--- config.mk ---
export PLATFORM = sky130hd
export DESIGN_NAME = instruction_loader
export DESIGN_NICKNAME = d
export VERILOG_FILES = /design/src/rtl/instruction_loader.sv
export SDC_FILE = /design/constraint.sdc
export NUM_CORES = 1
export LEC_CHECK = 0
export ABC_AREA = 1
export CORE_UTILIZATION = 51
export DETAILED_ROUTE_END_ITERATION = 12
export GPL_ROUTABILITY_DRIVEN = 0
export PLACE_DENSITY = 0.86
export SYNTH_ARGS = -nofsm -noshare
export SYNTH_HDL_FRONTEND = slang
export SYNTH_SLANG_ARGS = --single-unit
--- constraint.sdc ---
create_clock -name i_clk -period 1.9 [get_ports i_clk]
set_input_delay 0.19 -clock i_clk [delete_from_list [all_inputs] [get_ports i_clk]]
set_output_delay 0.19 -clock i_clk [all_outputs]
set_load 0.02 [all_outputs]
--- src/rtl/instruction_loader.sv ---
// Boot loader: receives a 16-bit little-endian word count, then program bytes,
// and writes each assembled 32-bit little-endian word to instruction memory.
module instruction_loader #(
   parameter int DEPTH_LOG2 = 8
) (
   input  logic        i_clk,
   input  logic        i_reset,
   input  logic        i_start,
   input  logic [7:0]  i_byte_in,
   input  logic        i_byte_valid,
   output logic        o_byte_ready,
   output logic        o_mem_we,
   output logic [31:0] o_mem_addr,
   output logic [31:0] o_mem_wdata,
   output logic        o_busy,
   output logic        o_done,
   output logic        o_error
);

   typedef enum logic [2:0] {
      IDLE   = 3'd0,
      LEN_LO = 3'd1,
      LEN_HI = 3'd2,
      DATA   = 3'd3,
      DONE   = 3'd4,
      ERR    = 3'd5
   } state_t;

   localparam logic [16:0] LP_MAX_WORDS = 17'd1 << DEPTH_LOG2;

   state_t                r_state;
   logic [15:0]           r_len;
   logic [1:0]            r_byte_cnt;
   logic [DEPTH_LOG2:0]   r_word_idx;
   logic [23:0]           r_shift;
   logic                  r_mem_we;
   logic [31:0]           r_mem_addr;
   logic [31:0]           r_mem_wdata;
   logic                  r_busy;
   logic                  r_done;
   logic                  r_error;

   logic                  w_in_load;
   logic [15:0]           w_len_full;
   logic [DEPTH_LOG2:0]   w_word_idx_nxt;
   logic [15:0]           w_idx_nxt_ext;

   assign w_in_load      = (r_state == LEN_LO) || (r_state == LEN_HI) || (r_state == DATA);
   assign o_byte_ready   = w_in_load && !i_start;
   assign w_len_full     = {i_byte_in, r_len[7:0]};
   assign w_word_idx_nxt = r_word_idx + {{DEPTH_LOG2{1'b0}}, 1'b1};
   assign w_idx_nxt_ext  = {{(15 - DEPTH_LOG2){1'b0}}, w_word_idx_nxt};

   assign o_mem_we    = r_mem_we;
   assign o_mem_addr  = r_mem_addr;
   assign o_mem_wdata = r_mem_wdata;
   assign o_busy      = r_busy;
   assign o_done      = r_done;
   assign o_error     = r_error;

   // Load sequencer: length capture, word assembly and memory write strobes.
   always_ff @(posedge i_clk) begin
      if (i_reset) begin
         r_state     <= IDLE;
         r_len       <= 16'd0;
         r_byte_cnt  <= 2'd0;
         r_word_idx  <= '0;
         r_shift     <= 24'd0;
         r_mem_we    <= 1'b0;
         r_mem_addr  <= 32'd0;
         r_mem_wdata <= 32'd0;
         r_busy      <= 1'b0;
         r_done      <= 1'b0;
         r_error     <= 1'b0;
      end else begin
         r_mem_we <= 1'b0;
         if (i_start) begin
            r_state    <= LEN_LO;
            r_word_idx <= '0;
            r_byte_cnt <= 2'd0;
            r_done     <= 1'b0;
            r_error    <= 1'b0;
            r_busy     <= 1'b1;
         end else begin
            case (r_state)
               IDLE: begin
                  r_busy <= 1'b0;
               end
               LEN_LO: begin
                  if (i_byte_valid) begin
                     r_len[7:0] <= i_byte_in;
                     r_state    <= LEN_HI;
                  end
               end
               LEN_HI: begin
                  if (i_byte_valid) begin
                     r_len[15:8] <= i_byte_in;
                     if (w_len_full == 16'd0) begin
                        r_state <= DONE;
                        r_busy  <= 1'b0;
                     end else if ({1'b0, w_len_full} > LP_MAX_WORDS) begin
                        r_state <= ERR;
                        r_error <= 1'b1;
                        r_busy  <= 1'b0;
                     end else begin
                        r_state <= DATA;
                     end
                  end
               end
               DATA: begin
                  if (i_byte_valid) begin
                     // Shifting right leaves byte k of the word at bits [8k+7:8k].
                     if (r_byte_cnt == 2'd3) begin
                        r_mem_we    <= 1'b1;
                        r_mem_wdata <= {i_byte_in, r_shift};
                        r_mem_addr  <= {{(29 - DEPTH_LOG2){1'b0}}, r_word_idx, 2'b00};
                        r_word_idx  <= w_word_idx_nxt;
                        r_byte_cnt  <= 2'd0;
                        if (w_idx_nxt_ext == r_len) begin
                           r_state <= DONE;
                        end
                     end else begin
                        r_shift    <= {i_byte_in, r_shift[23:8]};
                        r_byte_cnt <= r_byte_cnt + 2'd1;
                     end
                  end
               end
               DONE: begin
                  r_done <= 1'b1;
                  r_busy <= 1'b0;
               end
               ERR: begin
                  r_error <= 1'b1;
                  r_busy  <= 1'b0;
               end
               default: begin
                  r_state <= IDLE;
                  r_busy  <= 1'b0;
               end
            endcase
         end
      end
   end

endmodule

---- Word-level counts from Yosys, hierarchy flattened ----
Index checks and enable logic that the tools add are counted.
word-level totals
  register bits ........................... 99
  output and inout bits ................... 69
  input port bits ......................... 12
operators by class
  eq/ne operators ......................... 22
  bitwise operators ....................... 5
  $lt $le $gt $ge ......................... 1
  reduce and logical (&&, ||, !) cells .... 21
  add/subtract/negate cells ............... 2
  mux-type cells .......................... 20
operator list
  kind                                                   count
  two-way mux 3 bit                                      7
  equality test 9 x 16 -> 1 bit                          1
  > comparator 16 x 9 -> 1 bit, second input constant    1
  logical NOT 16 bit                                     1
  case mux 3 bit (4 select lines)                        1
  AND reduction 3 bit                                    4
  AND reduction 4 bit                                    3
  AND reduction 6 bit                                    2
  inequality test 2 x 1 -> 1 bit, second input constant  5
  adder 9 x 1 -> 9 bit, second input constant            1
  two-way mux 1 bit                                      9
  inequality test 3 bit, second input constant           3
  inequality test 2 bit, second input constant           4
  equality test 3 x 2 -> 1 bit, second input constant    2
  equality test 3 bit, second input constant             2
  inequality test 3 x 2 -> 1 bit, second input constant  2
  inverter 1 bit                                         5
  inequality test 4 x 2 -> 1 bit, second input constant  1
  case mux 1 bit (2 select lines)                        2
  OR reduction 2 bit                                     2
  OR reduction 4 bit                                     1
  equality test 3 x 1 -> 1 bit, second input constant    1
  logical NOT 3 bit                                      1
  OR reduction 3 bit                                     1
  8 further kinds                                        9

---- Longest topological paths before layout ----
  word-level depth ........................ 7
  depth in mapped cells ................... 14
  depth with buffers taken out ............ 14

---- Least setup slack after synthesis ----
No wires, ideal clock.
  path kind ............................... flip-flop to flip-flop
  start ................................... reg r_word_idx[0]
  end ..................................... reg r_state[1]
  data arrival time ....................... 1,614 ps
  cell stages (with the launch flop) ...... 13
  clock period less this slack ............ 1,729 ps
  setup slack ............................. 171 ps
  path through ............................ dfxtp_1 > ha_1 > nand3_1 > o21ai_0 > nand2_1 > nand2_1 > nand2_1 > nor2_1 > nand2_1 > nand2_1 > nand3_1 > o21ai_0 > inv_1
on the way
  longest elaborated chain between the ends .. 4
ends and longest elaborated chain
  what                                      RTL line  text
  from (decl)                               34        logic [DEPTH_LOG2:0] r_word_idx;
  from (signal assigned)                    117       r_word_idx <= w_word_idx_nxt;
  adder 9 x 1 -> 9 bit                      51        assign w_word_idx_nxt = r_word_idx + {{DEPTH_LOG2{1'b0}}, 1'b1};
  equality test 9 x 16 -> 1 bit             119       if (w_idx_nxt_ext == r_len) begin
  inequality test 2 x 1 -> 1 bit (no line)  n/a
  AND reduction 6 bit (no line)             n/a
  to (signal assigned)                      64        r_state <= IDLE;
  to (signal assigned)                      120       r_state <= DONE;
  to (signal assigned)                      137       r_state <= IDLE;
  to (decl)                                 31        state_t r_state;
Every way passes these cells.
A chain may end at the register's enable or synchronous reset.

---- Worst setup path in the final report ----
  start ................................... reg r_state[1]
  end ..................................... reg r_mem_wdata[16] (netlist: o_mem_wdata[16])
on the way
  longest elaborated chain between the ends .. 2
ends and longest elaborated chain
  what                           RTL line  text
  from (signal assigned)         64
  from (signal assigned)         78        r_state <= LEN_LO;
  from (signal assigned)         92        r_state <= LEN_HI;
  equality test 3 x 2 -> 1 bit   85        case (r_state)
  AND reduction 4 bit (no line)  n/a
  to (signal assigned)           115       r_mem_wdata <= {i_byte_in, r_shift};
  to (decl)                      38        logic [31:0] r_mem_wdata;
Every way passes these cells.

==> summary.txt <==
Placed design
  • Number of port buffers: 57
  • Placed cells: 698
  • Detailed placement HPWL: between 6000 and 7000 um
  • Area of placed instances: 4840 um2
  • DP Worst Slack: -0.0619 ns

Synthesis
  • Post-synth design cell area: just over 4000 um2
  • Synth area leader: dfxtp_1
  • Sequential fraction of the synthesis area: 0.484
  • Synth top area cells: dfxtp_1 (48%), o21ai_0 (11%), a21oi_1 (11%)
  • Post-synthesis xor/xnor area fraction: 0.00214
  • Yosys warnings: 0
  • Compound-Gate Fraction of Synth Area: 0.231
  • Post-Synth Adder-Cell Area: 0.00611
  • Asr flop ratio synth: 0
  • Mux contribution to synthesized area: 0
  • Most frequently used cell type in the post-synthesis netlist: dfxtp_1
  • EDFF count, synth: 0
  • Largest family of logic cells by synthesized area: compound AO/OA/AOI/OAI gates
  • Post-synthesis register bit count: just under 100
  • Netlist cell types: 21
  • Synth Instances: around 540
  • Commonest cells post-synth: dfxtp_1 (99), o21ai_0 (92), a21oi_1 (89), inv_1 (71), nand2_1 (53)
  • Mapped Avg Cell Area: roughly 7.6 um2
  • Post-synth top flop: dfxtp_1
  • Top cell type's share of synthesized area: 0.484
  • Post-synthesis simple-gate area fraction: 0.138

Final layout
  • Area grow syn2layout: 32.2%
  • Fraction of layout cells with a size suffix above 1: 0.157
  • Design Area, Final: between 5000 and 6000 um2
  • Post-Route Utilization: 0.700
  • Post-layout nets: around 640
  • ANT cells: 0
  • Final non-filler cell total: about 730

Detailed routing
  • Antenna-violating nets left: 0
  • Vias: ~4000
  • Routed WL: between 10000 and 15000 um
  • Post-DR vias/cell: between 5 and 6
  • Drt first pass iters: 6
  • Mean routed wirelength per cell: ~15 um
  • DRC viols: 0
  • Initial DRC count: 498

Worst hold path
  • Worst hold path type: input pin to flop
  • Hold Path Stages: 2

Timing
  • Final Max Slew Viols: 0
  • Final Hold Viols: 0
  • Crit share post-route: 1.01
  • RSZ-0062 raised after global routing: true
  • Tmin final: roughly 1.9 ns
  • Slew headroom: 0.647
  • Final setup vio count: 12
  • Final WS setup: -0.0128 ns
  • Fmax: 0.523 GHz
  • Clock skew: around 0.011 ns
  • Slew @ Worst Pin: between 0.5 and 0.6 ns

Setup path
  • Critical path class: flop to flop
  • Startpoint Class: flop
  • Worst path required time: 2.17 ns
  • Critical Path Stages: 14
  • Crit path cell chain: inv_2, nor2_4, inv_2, nor2_4, inv_2, nor2_4, inv_2, nor2_4, inv_2, nor2_4, buf_6, buf_8, clkbuf_16, a21oi_1
  • Worst path bufs/invs: 8
  • Slowest-stage cell, CP: dfxtp_2
  • Worst R2R Path Depth: 14
  • CP endpoint kind: flop
  • CP max stage delay: 0.35 ns
  • FF-to-FF setup slack: -0.01 ns
  • Delay-heaviest family, CP: buffers and inverters
  • Critical Path AT: 2.18 ns
  • CP max FO: 8

Clocking
  • Clk_lat worst skew: 0.38 ns
  • # hold bufs at CTS: 0
  • H-tree depth: 3
  • CTS Buffer Depth: 2
  • Clock sinks: between 90 and 100
  • Root buf cell: clkbuf_8
  • Clock slew at reported path FFs: about 0.1 ns
  • CTS tree: done
  • CTS buffer count: 9

Pwr
  • Pleak: 2.15 nW
  • Pwr dens: just under 700 nW/um2
  • Peak supply drop: 0.499 mV

GRT
  • Total grt overflow: 0
  • Initial antenna violation count: 0
  • Pin count of the biggest net entering global routing: 53
  • Total GRT Usage: 0.236
  • Vias in the first global route: between 3000 and 4000
  • First-pass GRT wire length: 15800 um

Run
  • Max-cap viol count: 0

Floorplan
  • Io pins: 81
  • Initial Util: 0.530
  • Die area: between 8000 and 9000 um2
  • Rows: 32
  • Die X: about 90 um
  • DIE HEIGHT: roughly 92 um
  • Core ar.: between 7000 and 8000 um2

Status
  • Status: complete, but fails checks
  • Failing checks: setup timing
[path summary, 6_finish.rpt]
kind,from,to
setup / recovery,r_state[1]$_SDFFE_PP0P_,o_mem_wdata[16]$_SDFFE_PP0P_
hold / removal,i_reset,o_busy$_SDFFE_PP0P_
setup reg to reg,r_state[1]$_SDFFE_PP0P_,o_mem_wdata[16]$_SDFFE_PP0P_
hold reg to reg,r_shift[2]$_SDFFE_PP0P_,o_mem_wdata[2]$_SDFFE_PP0P_
[metrics by stage]
stage               hold slack [ns]  total power [W]  setup TNS (ns)
floorplan                     0.259          0.00233               0
global placement              0.438          0.00238               0
detailed placement            0.444          0.00238          -0.228
CTS                           0.406          0.00369         -0.0116
global route                  0.429          0.00383           -3.18
finish                        0.412          0.00370         -0.0597
[kinds of logic (layout without fill, tap and decap cells)]
logic type	Yosys count	count (layout)
AO/OA/AOI/OAI	187	187
XOR/XNOR	1	1
adder cells (fa/ha/maj)	2	2
buffers and inverters	124	193
flip-flops	99	99
other	1	23
AND/OR/NAND/NOR	124	124
[sequential cells by signal, summed over array words and instances (netlist names)]
signal       cells
o_mem_wdata     32
r_shift         24
r_len           16
o_mem_addr       9
r_word_idx       9
r_state          3
r_byte_cnt       2
o_busy           1
o_done           1
o_error          1
o_mem_we         1
[worst reg2reg max path, cell delays in order, from the launching register on]
cell and delay (ns):
dfxtp_2 0.35, inv_2 0.05, nor2_4 0.13, inv_2 0.07, nor2_4 0.13, inv_2 0.06
nor2_4 0.12, inv_2 0.06, nor2_4 0.11, inv_2 0.06, nor2_4 0.12, buf_6 0.18
buf_8 0.15, clkbuf_16 0.17, a21oi_1 0.07
[per-layer routing]
layer	vias to the layer above	track usage	routed length [um]
li1	1902	-	-
met1	1840	0.294	4290
met2	218	0.402	5550
met3	39	0.0536	745
met4	0	0.0754	348
met5	-	0	0
[cell type report]
class | count | area [um2]
inverters | 76 | 285
fillers | 560 | 2320
clock buffers | 9 | 124
repair buffers | 101 | 1070
multi-input cells | 337 | 1720
flip-flops and latches | 99 | 1990
well taps | 102 | 128
clock inverters | 7 | 81.3
[cell usage in the layout (no fill, tap or decap), drive strengths merged, types with 3 or more instances in the layout]
master	Yosys	final
dfxtp	99	99
o21ai	92	92
a21oi	89	89
inv	76	78
clkdlybuf4s50	0	56
nand2	53	53
buf	31	39
nor2	32	32
nand3	25	25
conb	1	23
clkbuf	17	14
nand4	9	9
o22ai	5	5
clkinv	0	5
nor3	3	3
[repair_timing]
item | CTS | global route
gates cloned | 1 | 6
setup buffers | 2 | 8
pin swaps | 1 | 18
gates resized for setup | 10 | 49
setup endpoints to repair | 15 | 52
[where the power goes]
part	switching [W]	internal, W	total [W]
sequential	0.0000112	0.00209	0.00210
clock	0.000822	0.000523	0.00135
combinational	0.000169	0.0000832	0.000252
total	0.00100	0.00269	0.00370
Note: power is estimated with default switching activity, not from simulation.
